[config.mk]
export PLATFORM = sky130hd
export DESIGN_NAME = irq_sequencer
export DESIGN_NICKNAME = d
export VERILOG_FILES = /design/src/rtl/irq_sequencer_pkg.sv /design/src/rtl/irq_prio_enc.sv /design/src/rtl/irq_sequencer.sv
export SDC_FILE = /design/constraint.sdc
export NUM_CORES = 1
export LEC_CHECK = 0
export BUFFER_PORTS_ARGS = -buffer_cell sky130_fd_sc_hd__buf_2
export CAP_MARGIN = 25
export CELL_PAD_IN_SITES_DETAIL_PLACEMENT = 1
export CELL_PAD_IN_SITES_GLOBAL_PLACEMENT = 2
export CORE_MARGIN = 4
export CORE_UTILIZATION = 22
export CTS_CLUSTER_DIAMETER = 200
export DETAILED_ROUTE_END_ITERATION = 8
export GPL_TIMING_DRIVEN = 0
export PLACE_DENSITY_LB_ADDON = 0.12
export SLEW_MARGIN = 10
export SYNTH_ARGS = -nofsm -noshare
export SYNTH_HDL_FRONTEND = slang
export SYNTH_SLANG_ARGS = --single-unit
[constraint.sdc]
create_clock -name clk -period 2.3 [get_ports clk]
set_input_delay 0.46 -clock clk [delete_from_list [all_inputs] [get_ports clk]]
set_output_delay 0.46 -clock clk [all_outputs]
set_load 0.005 [all_outputs]
[src/rtl/irq_sequencer_pkg.sv]
// Shared constants and state encoding for the interrupt sequencer, the PC path
// and the return stack.
package irq_sequencer_pkg;

  localparam int unsigned PcWidth    = 10;
  localparam int unsigned StackDepth = 8;

  localparam logic [PcWidth-1:0] VecBaseDefault  = 10'h3C0;
  localparam int unsigned        VecShiftDefault = 2;

  typedef enum logic {
    ST_IDLE,
    ST_SERVICE
  } irq_state_e;

endpackage

[src/rtl/irq_prio_enc.sv]
// Fixed-priority encoder: lowest set index wins.
module irq_prio_enc #(
  parameter int unsigned N = 4
) (
  input  logic [N-1:0] req,
  output logic         any,
  output logic [2:0]   id
);

  always_comb begin
    any = |req;
    id  = '0;
    // Walk downward so the lowest set index is written last.
    for (int i = int'(N) - 1; i >= 0; i--) begin
      if (req[i]) id = 3'(i);
    end
  end

endmodule

[src/rtl/irq_sequencer.sv]
// Interrupt sequencer: edge-latched requests, fixed priority, single-level entry
// at instruction boundaries with return-stack push/pop.
module irq_sequencer
  import irq_sequencer_pkg::*;
#(
  parameter int unsigned      NIRQ      = 4,
  parameter int unsigned      PCW       = PcWidth,
  parameter logic [PCW-1:0]   VEC_BASE  = VecBaseDefault,
  parameter int unsigned      VEC_SHIFT = VecShiftDefault
) (
  input  logic            clk,
  input  logic            reset,
  input  logic [NIRQ-1:0] irq,
  input  logic            mask_we,
  input  logic [NIRQ-1:0] mask_wd,
  input  logic            ei,
  input  logic            di,
  input  logic            reti,
  input  logic            boundary,
  input  logic            stack_full,
  input  logic [PCW-1:0]  pc_next,
  output logic            take_int,
  output logic [PCW-1:0]  vec_pc,
  output logic            push,
  output logic [PCW-1:0]  push_data,
  output logic            pop,
  output logic            in_service,
  output logic [2:0]      active_id,
  output logic [NIRQ-1:0] pending,
  output logic            gie,
  output logic            reti_err
);

  irq_state_e      state_q, state_d;
  logic [NIRQ-1:0] irq_prev_q;
  logic [NIRQ-1:0] pending_q, pending_d;
  logic [NIRQ-1:0] mask_q;
  logic            gie_q, gie_d;
  logic [2:0]      active_id_q;
  logic            reti_err_q;

  logic [NIRQ-1:0] rise;
  logic [NIRQ-1:0] eligible;
  logic [NIRQ-1:0] clr;
  logic            sel_any;
  logic [2:0]      sel_id;
  logic [PCW-1:0]  sel_ext;

  assign rise     = irq & ~irq_prev_q;
  assign eligible = pending_q & mask_q;

  irq_prio_enc #(
    .N (NIRQ)
  ) u_prio (
    .req (eligible),
    .any (sel_any),
    .id  (sel_id)
  );

  assign sel_ext = PCW'(sel_id);
  assign vec_pc  = VEC_BASE + (sel_ext << VEC_SHIFT);

  // State register
  always_ff @(posedge clk) begin
    if (reset) begin
      state_q <= ST_IDLE;
    end else begin
      state_q <= state_d;
    end
  end

  // Next-state logic
  always_comb begin
    state_d = state_q;
    unique case (state_q)
      ST_IDLE:    if (take_int) state_d = ST_SERVICE;
      ST_SERVICE: if (reti)     state_d = ST_IDLE;
      default:    state_d = ST_IDLE;
    endcase
  end

  // Outputs; reset gates the strobes so an aborted handler never pops.
  always_comb begin
    take_int   = 1'b0;
    pop        = 1'b0;
    in_service = 1'b0;
    unique case (state_q)
      ST_IDLE:    take_int = ~reset & gie_q & sel_any & boundary & ~stack_full;
      ST_SERVICE: begin
        pop        = ~reset & reti;
        in_service = 1'b1;
      end
      default: ;
    endcase
  end

  assign push      = take_int;
  assign push_data = pc_next;

  always_comb begin
    clr       = take_int ? (NIRQ'(1) << sel_id) : '0;
    // A same-cycle rise overrides the clear on entry.
    pending_d = (pending_q & ~clr) | rise;

    gie_d = gie_q;
    if (state_q == ST_IDLE) begin
      if (ei)       gie_d = 1'b1;
      if (di)       gie_d = 1'b0;
      if (take_int) gie_d = 1'b0;
    end else if (reti) begin
      gie_d = 1'b1;
    end
  end

  always_ff @(posedge clk) begin
    irq_prev_q <= irq;
    if (reset) begin
      pending_q   <= '0;
      mask_q      <= '0;
      gie_q       <= 1'b0;
      active_id_q <= '0;
      reti_err_q  <= 1'b0;
    end else begin
      pending_q <= pending_d;
      gie_q     <= gie_d;
      if (mask_we)  mask_q      <= mask_wd;
      if (take_int) active_id_q <= sel_id;
      if (reti && state_q == ST_IDLE) reti_err_q <= 1'b1;
    end
  end

  assign pending   = pending_q;
  assign gie       = gie_q;
  assign active_id = active_id_q;
  assign reti_err  = reti_err_q;

endmodule

==> metrics.md, run 1 <==
| Metric | Value |
|---|---|
| Status | finished clean |
| YS warnings | 0 |
| CP Launch Type | primary input |
| Yosys reg bits | 17 |
| Static Leak | 0.5770 nW |
| Wirelength per Cell | 11.22 µm |
| Fin crit period | 2.000 ns |
| Synth area leaders | dfxtp_1, buf_4, a21oi_1 |
| CP dominant cell by count | buf_2 |
| 1st-iter DRT viols | 20 |
| Resized cells post-CTS | 0 |
| CTS max path bufs | 2 |
| Postcts setup bufs | 0 |
| CP max FO | 6 |
| Worst EP arrival | 1.54 ns |
| Share of layout cells above drive strength 1 | 45.39% |
| DP Area | 1099 µm² |
| Distinct cells, synth | 24 |
| N_diodes | 0 |
| Max-cap violations | 0 |
| Final Hold Viols | 0 |
| Sequential area share after synthesis | 41.27% |
| Final cell count without fillers | 187 |
| Post-Syn Instances | 92 |
| DP Wirelength | 1756 µm |
| Fin crit share | 86.95% |
| Fmax | 500.0 MHz |
| DRC viols | 0 |
| Share of the synthesized area in the top cell type | 41.27% |
| Global Route Usage Sum | 9.077% |
| Root Driver | clkbuf_8 |
| Net count, final | 168 |
| Die ar. | 4791 µm² |
| Worst-path clk slew | 0.06 ns |
| Mean Syn Cell Area | 8.962 µm² |
| Final Setup Violations | 0 |
| Port Buffers | 38 |
| Slowest CP cell | nor4b_4 |
| Largest net degree at the start of global routing | 11 |
| Post-Syn Area | 824.5 µm² |
| Dpl cells | 183 |
| Post-synth EDFFs | 0 |
| Cell area power density | 553.0 nW/µm² |
| Setup TNS | 0 ns |
| Worst path required time | 1.84 ns |
| Die X | 69.22 µm |
| Fillers | 452 |
| WS Path Type | primary input to output pin |
| H-tree lvl count | 1 |
| Core Util, Final | 32.97% |
| Total CTS buffers | 3 |
| Hold_buf cts | 0 |
| Sink Count | 17 |
| Grt ovf | 0 |
| Post-Route WL | 2099 µm |
| Initial antenna violation count | 0 |
| RSZ-0062 raised after global routing | no |
| Worst path cell trace | buf_2, nor4b_4, o211ai_2, inv_1, buf_4, buf_2 |
| Worst skew pair latency | 0.25 ns |
| Hold Path Cell Cnt | 1 |
| Peak supply drop | 0.2544 mV |
| Hold Crit Class | primary input to flip-flop |
| Fin. max-slew vios | 0 |
| TritonCTS clock tree | yes |
| IO Count | 59 |
| Post-synth ARST share | 0% |
| Layout Skew | 0.002983 ns |
| Area grow syn2layout | 38.70% |
| DRT Pass-1 Iters | 4 |
| Vias in the first global route | 786 |
| Total number of vias | 747 |
| GPL Wtd Cong | 0.7667 |
| Layout Cell Area excl Fill | 1144 µm² |
| First-pass GRT wire length | 3594 µm |
| Commonest register cell after synthesis | dfxtp_1 |
| Final ANT Viol Nets | 0 |
| Hold WS | 0.3278 ns |
| Row cnt | 21 |
| Initial Util | 23.77% |
| Worst path max stage delay | 0.38 ns |
| Routed vias/inst | 3.995 |
| Die height | 69.22 µm |
| Core area | 3468 µm² |
| CP Capture Type | output pin |
| R2r worst-path depth | 4 |
| Area leader, netlist | dfxtp_1 |
## metrics by stage
step | setup slack, ns | power (mW)
floorplan | 0.6589 | 0.3829
global placement | 0.2768 | 0.4216
detailed placement | 0.2750 | 0.4243
CTS | 0.2702 | 0.6473
global route | 0.1882 | 0.6792
finish | 0.3002 | 0.6324
## critical path: cells and delay by family
family | cells | cell delay [ns]
buffers and inverters | 4 | 0.49
and+or+nand+nor | 1 | 0.38
AOI/OAI and AO/OA | 1 | 0.22
## per-layer routing
layer | GRT usage, % | up-vias | part of all wire (%)
met5 | 0 | - | 0
met4 | 1.302 | 0 | 0.57
met1 | 10.16 | 330 | 42
li1 | - | 377 | -
met3 | 4.783 | 2 | 10
met2 | 15.57 | 38 | 47
## cell type report
| cell class | instances | area (µm²) | area share, % |
|---|---|---|---|
| plain buffers | 22 | 157.7 | 13.79 |
| clock buffers | 4 | 45.04 | 3.939 |
| repair buffers | 38 | 190.2 | 16.63 |
| flip-flops and latches | 17 | 340.3 | 29.76 |
| multi-input cells | 57 | 341.6 | 29.87 |
| inverters | 3 | 11.26 | 0.9847 |
| well taps | 46 | 57.56 | 5.033 |
## final timing paths
path	start	to	slack, ns
worst min register to register	active_id[0]	active_id[0]	0.45
worst min-delay path	irq[2]	irq_prev_q[2]	0.33
worst max register to register	state_q	active_id[0]	0.82
worst max-delay path	reset	take_int	0.30
## cells in the mapped netlist, types with 2 or more instances
cell type and n:
mux2i_1 4, buf_4 20, a22o_1 2, clkbuf_1 2, o31ai_1 2, nand2b_1 4, a21oi_1 9, inv_1 3
and2_1 3, dfxtp_1 17, nor2_1 8, nand2_1 5, conb_1 2
## flip-flops by register name (all words and copies together) (netlist names)
register,cells
gie,1
active_id,2
irq_prev_q,4
mask_q,4
state_q,1
reti_err,1
pending,4
## cells by family after synthesis
| group | after synthesis | share of synthesized area, % |
|---|---|---|
| AND/OR/NAND/NOR | 26 | 17.76 |
| buffers and inverters | 25 | 20.49 |
| other | 2 | 0.9108 |
| flip-flops | 17 | 41.28 |
| AO/OA/AOI/OAI | 18 | 14.72 |
| multiplexers | 4 | 4.856 |
## power by group
group	switching, mW	internal (mW)
combinational	0.0385	0.0562
sequential	0.0122	0.309
clock	0.0935	0.123
total	0.144	0.488
## cell usage in the layout (no fill, tap or decap)
master     Yosys  layout
a2111oi_0      1       1
a21oi_1        9       9
a22o_1         2       2
a22oi_1        1       1
a31oi_1        1       1
and2_1         3       3
buf_2          0      38
buf_4         20      20
clkbuf_1       2       3
clkbuf_8       0       3
conb_1         2       9
dfxtp_1       17      17
inv_1          3       3
mux2i_1        4       4
nand2_1        5       5
nand2b_1       4       4
nand3_1        1       1
nand4_1        1       1
nor2_1         8       8
nor2b_1        1       1
nor4b_4        1       1
o211ai_2       1       1
o31ai_1        2       2
o41ai_1        1       1
or2_2          1       1
or3_1          1       1
Power figures use the tool's default switching activity.
==> run 2: changes to the inputs <==
--- a/config.mk
+++ b/config.mk
@@ -8,9 +8,9 @@
 export BUFFER_PORTS_ARGS = -buffer_cell sky130_fd_sc_hd__buf_2
 export CAP_MARGIN = 25
 export CELL_PAD_IN_SITES_DETAIL_PLACEMENT = 1
-export CELL_PAD_IN_SITES_GLOBAL_PLACEMENT = 2
+export CELL_PAD_IN_SITES_GLOBAL_PLACEMENT = 1
 export CORE_MARGIN = 4
-export CORE_UTILIZATION = 22
+export CORE_UTILIZATION = 29
 export CTS_CLUSTER_DIAMETER = 200
 export DETAILED_ROUTE_END_ITERATION = 8
 export GPL_TIMING_DRIVEN = 0
==> run 2 against run 1 <==
Compared with the run above:
- fmax down 0.99%
- cell count down 8.0%
- clock skew up 0.0046 ns
- critical path depth down 1
- register-to-register slack worse by 0.06 ns
- via count down 0.13%
- non-clock buffer count unchanged
- clock power down 28%
- first-iteration DRC count down 45%
==> metrics.md, run 2 (synthesis gave the netlist of run 1 again) <==
| Metric | Value |
|---|---|
| Die X | 61.32 µm (-11%) |
| Status | finished clean |
| Core area | 2734 µm² (-21%) |
| Resized cells post-CTS | 0 (unchanged) |
| CP max FO | 5 (-1) |
| Initial antenna violation count | 0 (unchanged) |
| First-pass GRT wire length | 2835 µm (-21%) |
| CP bufs+invs | 3 (-1) |
| 1st-iter DRT viols | 11 (-45%) |
| Sw Share | 24.61% (+1.8 points) |
| N_diodes | 0 (unchanged) |
| TritonCTS clock tree | yes |
| R2r worst-path depth | 4 (unchanged) |
| Clock power share | 27.3% (-6.9 points) |
| Cell area power density | 515.0 nW/µm² (-6.9%) |
| Worst reg2reg setup slack | 0.76 ns (-0.06 ns) |
| Die ar. | 3760 µm² (-22%) |
| Net switching power | 0.1403 mW (-2.7%) |
| DP Worst Slack | 0.2952 ns (+0.02018 ns) |
| Grt ovf | 0 (unchanged) |
| Root Driver | clkbuf_4 |
| Max-cap violations | 0 (unchanged) |
| Row cnt | 19 (-9.5%) |
| H-tree lvl count | 1 (unchanged) |
| Total number of vias | 746 (-0.13%) |
| Fin. max-slew vios | 0 (unchanged) |
| Pint | 0.4300 mW (-12%) |
| Layout Skew | 0.007558 ns (+0.004575 ns) |
| CP Capture Type | output pin |
| DRC viols | 0 (unchanged) |
| Reg-to-Reg Start | pending[2] |
| Total CTS buffers | 3 (unchanged) |
| Worst EP arrival | 1.56 ns (+0.02 ns) |
| WP depth | 5 (-1) |
| RSZ-0062 raised after global routing | no |
| Net count, final | 168 (unchanged) |
| Crit path to | take_int |
| DP Wirelength | 1641 µm (-6.6%) |
| Setup TNS | 0 ns (unchanged) |
| Worst skew pair latency | 0.29 ns (+0.04 ns) |
| Worst path required time | 1.84 ns (about the same) |
| CP Launch Type | flip-flop |
| Worst reg2reg endpoint | gie |
| Fin crit share | 87.82% (+0.87 points) |
| Slowest CP cell | dfxtp_1 |
| Largest net degree at the start of global routing | 11 (unchanged) |
| Final Setup Violations | 0 (unchanged) |
| Power consumption | 0.5703 mW (-9.8%) |
| IO Count | 59 (unchanged) |
| Most common cell after layout, fill and taps aside | buf_2 |
| Static Leak | 0.5719 nW (-0.87%) |
| WS Path Type | flip-flop to output pin |
| Sink Count | 17 (unchanged) |
| Die height | 61.32 µm (-11%) |
| Share of layout cells above drive strength 1 | 46.10% (+0.71 points) |
| DRT Pass-1 Iters | 2 (-2) |
| Hold_buf cts | 0 (unchanged) |
| GPL Wtd Cong | 0.7066 (-7.8%) |
| Combinational fraction of design power | 16.4% (+1.4 points) |
| Post-Route WL | 1964 µm (-6.4%) |
| Fmax | 495.1 MHz (-0.99%) |
| Vias in the first global route | 646 (-18%) |
| Port Buffers | 38 (unchanged) |
| Worst path cell trace | a22o_1, o211ai_2, inv_1, buf_4, buf_2 |
| Hold Crit Class | primary input to flip-flop |
| Worst setup margin | 0.2802 ns (-0.02000 ns) |
| Worst-path clk slew | 0.10 ns (+0.04 ns) |
| Flop pwr share | 56.3% (+5.4 points) |
| CTS max path bufs | 2 (unchanged) |
| Wirelength per Cell | 11.42 µm (+1.7%) |
| Commonest non-fill, non-tap cells in the layout | buf_2, buf_4, dfxtp_1, a21oi_1, conb_1 |
| Area grow syn2layout | 34.29% |
| Top delay family on crit path | compound AO/OA/AOI/OAI gates |
| Hold Path Cell Cnt | 1 (unchanged) |
| Fin crit period | 2.020 ns (+0.02000 ns) |
| Initial Util | 30.16% (+6.4 points) |
| Crit path from | pending[2] |
| Final Hold Viols | 0 (unchanged) |
| Peak supply drop | 0.3919 mV (+54%) |
| Final ANT Viol Nets | 0 (unchanged) |
| Global Route Usage Sum | 10.41% (+1.3 points) |
| Worst path max stage delay | 0.35 ns (-0.03 ns) |
| Postcts setup bufs | 0 (unchanged) |
| Routed vias/inst | 4.337 (+8.6%) |
## run 2: cell count changes in the layout (fill, tap and decap cells not counted), sizes merged
cell    change
clkbuf      -1
clkinv      +1
## run 2: metrics by stage
step                instance area (µm²)  hold slack [ns]  instances  utilization [%]
global placement                   1080           0.4441        168            39.50
detailed placement                 1080           0.4504        168            39.50
global route                       1107           0.2506        172            40.50
finish                             1107           0.2710        172            40.50
CTS                                1107           0.2543        172            40.50
floorplan                         850.8           0.4467         99                -
## run 2: layout make-up
type                       instances  area [µm²]
clock inverter                     1       5.005
buffer                            22       157.7
sequential                        17       340.3
multi-input combinational         57       341.6
inverter                           3       11.26
clock buffer                       3       22.52
timing repair buffer              38       190.2
fill                             347        1627
tap                               31       38.79
## run 2: how the worst min path moves through the flow
stage | from | end | slack, ns
floorplan | active_id[1] | active_id[1] | 0.45
global placement | active_id[0] | active_id[0] | 0.44
detailed placement | active_id[0] | active_id[0] | 0.45
CTS | irq[0] | irq_prev_q[0] | 0.25
global route | irq[0] | irq_prev_q[0] | 0.25
finish | irq[0] | irq_prev_q[0] | 0.27
## run 2: power by group through the flow
stage | sequential [mW] | clock [mW] | combinational, mW
floorplan | 0.326 | 0 | 0.0568
global placement | 0.328 | 0 | 0.0925
detailed placement | 0.328 | 0 | 0.0947
CTS | 0.322 | 0.168 | 0.0951
global route | 0.324 | 0.180 | 0.107
finish | 0.321 | 0.156 | 0.0938
## run 2: routing by layer
| layer | share of wire [%] | vias to the layer above | GRT usage, % |
|---|---|---|---|
| met1 | 40 | 326 | 11.99 |
| li1 | - | 381 | - |
| met5 | 0 | - | 0 |
| met4 | 0.87 | 0 | 4.644 |
| met2 | 46 | 37 | 16.62 |
| met3 | 13 | 2 | 4.612 |
==> run 3: changes to the inputs <==
--- a/config.mk
+++ b/config.mk
@@ -10,11 +10,12 @@
 export CELL_PAD_IN_SITES_DETAIL_PLACEMENT = 1
 export CELL_PAD_IN_SITES_GLOBAL_PLACEMENT = 1
 export CORE_MARGIN = 4
-export CORE_UTILIZATION = 29
+export CORE_UTILIZATION = 25
 export CTS_CLUSTER_DIAMETER = 200
 export DETAILED_ROUTE_END_ITERATION = 8
 export GPL_TIMING_DRIVEN = 0
 export PLACE_DENSITY_LB_ADDON = 0.12
+export RECOVER_POWER = 50
 export SLEW_MARGIN = 10
 export SYNTH_ARGS = -nofsm -noshare
 export SYNTH_HDL_FRONTEND = slang
==> run 3 against run 2 <==
Compared with the run above:
- flip-flop and latch count unchanged
- count of clock-buffer cells in the layout increased by 1
- sequential power about the same
- highest routed layer unchanged
==> metrics.md, run 3 (synthesis gave the netlist of run 1 again) <==
| Metric | Value |
|---|---|
| Initial antenna violation count | 0 (unchanged) |
| Reg-to-Reg Start | pending[2] |
| Wirelength per Cell | 11.22 µm (-1.7%) |
| Static Leak | 0.5487 nW (-4.1%) |
| Core Util, Final | 35.89% (-4.6 points) |
| DRT Pass-1 Iters | 4 (+2) |
| Area grow syn2layout | 35.05% |
| Postcts setup bufs | 0 (unchanged) |
| Worst reg2reg setup slack | 0.76 ns (about the same) |
| Hold Crit Class | primary input to flip-flop |
| Global Route Usage Sum | 10.31% (-0.094 points) |
| Final Hold Viols | 0 (unchanged) |
| Layout Skew | 0.008496 ns (+0.0009378 ns) |
| Fmax | 486.0 MHz (-1.8%) |
| First-pass GRT wire length | 3394 µm (+20%) |
| Peak supply drop | 0.3498 mV (-11%) |
| Net count, final | 168 (unchanged) |
| CP bufs+invs | 4 (+1) |
| Most common cell after layout, fill and taps aside | buf_2 |
| DRC viols | 0 (unchanged) |
| Initial Util | 26.57% (-3.6 points) |
| Fillers | 404 (+16%) |
| Die X | 65.43 µm (+6.7%) |
| GPL Wtd Cong | 0.7094 (+0.40%) |
| Worst path max stage delay | 0.43 ns (+0.08 ns) |
| Largest net degree at the start of global routing | 11 (unchanged) |
| Grt ovf | 0 (unchanged) |
| Crit path to | take_int |
| Total CTS buffers | 3 (unchanged) |
| Worst setup margin | 0.2424 ns (-0.03783 ns) |
| Routed vias/inst | 4.086 (-5.8%) |
| Cell area power density | 512.3 nW/µm² (-0.54%) |
| Fin crit share | 89.46% (+1.6 points) |
| WS Path Type | primary input to output pin |
| H-tree lvl count | 1 (unchanged) |
| Resized cells post-CTS | 0 (unchanged) |
| Root Driver | clkbuf_4 |
| Core area | 3103 µm² (+14%) |
| 1st-iter DRT viols | 14 (+3) |
| Final ANT Viol Nets | 0 (unchanged) |
| Worst-path clk slew | 0.10 ns (about the same) |
| WP depth | 6 (+1) |
| Multi-input combinational cell area | 341.6 µm² (unchanged) |
| Share of layout cells above drive strength 1 | 40.43% (-5.7 points) |
| Power consumption | 0.5704 mW (about the same) |
| Die ar. | 4281 µm² (+14%) |
| Total number of vias | 756 (+1.3%) |
| Top delay family on crit path | buffers and inverters |
| Worst path required time | 1.84 ns (about the same) |
| Sink Count | 17 (unchanged) |
| Worst EP arrival | 1.60 ns (+0.04 ns) |
| CP max FO | 6 (+1) |
| Fin crit period | 2.058 ns (+0.03783 ns) |
| Final Setup Violations | 0 (unchanged) |
| Die height | 65.43 µm (+6.7%) |
| Worst skew pair latency | 0.29 ns (about the same) |
| Commonest non-fill, non-tap cells in the layout | buf_2, dfxtp_1, buf_4, clkbuf_1 |
| Vias in the first global route | 770 (+19%) |
| RSZ-0062 raised after global routing | no |
| Row cnt | 20 (+1) |
| N_diodes | 0 (unchanged) |
| Worst path cell trace | clkbuf_1, nor4b_4, o211ai_2, inv_1, buf_4, buf_2 |
| Post-Route WL | 2076 µm (+5.7%) |
| CTS max path bufs | 2 (unchanged) |
| Hold_buf cts | 0 (unchanged) |
| CP Launch Type | primary input |
| CP Capture Type | output pin |
| DP Worst Slack | 0.2707 ns (-0.02445 ns) |
| Status | finished clean |
| Fin. max-slew vios | 0 (unchanged) |
| Crit path from | reset |
| Port Buffers | 38 (unchanged) |
| Slowest CP cell | nor4b_4 |
| Worst reg2reg endpoint | gie |
| IO Count | 59 (unchanged) |
| Max-cap violations | 0 (unchanged) |
| Register Area | 340.3 µm² (unchanged) |
| TritonCTS clock tree | yes |
| DP Wirelength | 1733 µm (+5.6%) |
| R2r worst-path depth | 4 (unchanged) |
| Setup TNS | 0 ns (unchanged) |
run 3: cell count changes in the layout (fill, tap and decap cells not counted):
cell / before / now
buf_4: 20 / 14
clkinv_2: 1 / 0
clkbuf_4: 3 / 9
buf_2: 38 / 31
clkbuf_1: 2 / 10
run 3: how the worst min path moves through the flow:
stage                             from            end  slack (ns)  cells past startpoint
after floorplan           active_id[1]   active_id[1]        0.45                      2
after global placement    active_id[0]   active_id[0]        0.45                      2
after detailed placement  active_id[1]   active_id[1]        0.46                      2
after CTS                       irq[0]  irq_prev_q[0]        0.27                      1
after global routing            irq[0]  irq_prev_q[0]        0.26                      1
final                           irq[3]  irq_prev_q[3]        0.28                      1
run 3: layout make-up:
type,instances,area share (%)
multi-input cells,57,30.67
flip-flops and latches,17,30.56
repair buffers,38,16.29
plain buffers,22,14.16
well taps,44,4.944
clock buffers,4,2.360
inverters,3,1.011
run 3: worst reg2reg max path, delay by kind of cell, from the launching register on:
| family | cells | cell delay, ns |
|---|---|---|
| AOI/OAI and AO/OA | 3 | 0.96 |
| DFF | 1 | 0.35 |
| buffers and inverters | 1 | 0.10 |
run 3: report_power, final:
part	switching (mW)	internal, mW
Combinational	0.0383	0.0540
Clock	0.0894	0.0674
Sequential	0.0122	0.309
run 3: stage by stage:
step	area, µm²	hold WS (ns)	std cells
floorplan	850.8	0.4467	99
global placement	1096	0.4491	181
detailed placement	1096	0.4571	181
CTS	1122	0.2675	185
global route	1114	0.2589	185
finish	1114	0.2811	185
run 3: metal layers:
layer | global-route usage, % | part of all wire, % | vias up
li1 | - | - | 383
met1 | 10.11 | 38 | 333
met2 | 18.08 | 49 | 36
met3 | 5.641 | 12 | 4
met4 | 3.886 | 1.3 | 0
met5 | 0 | 0 | -
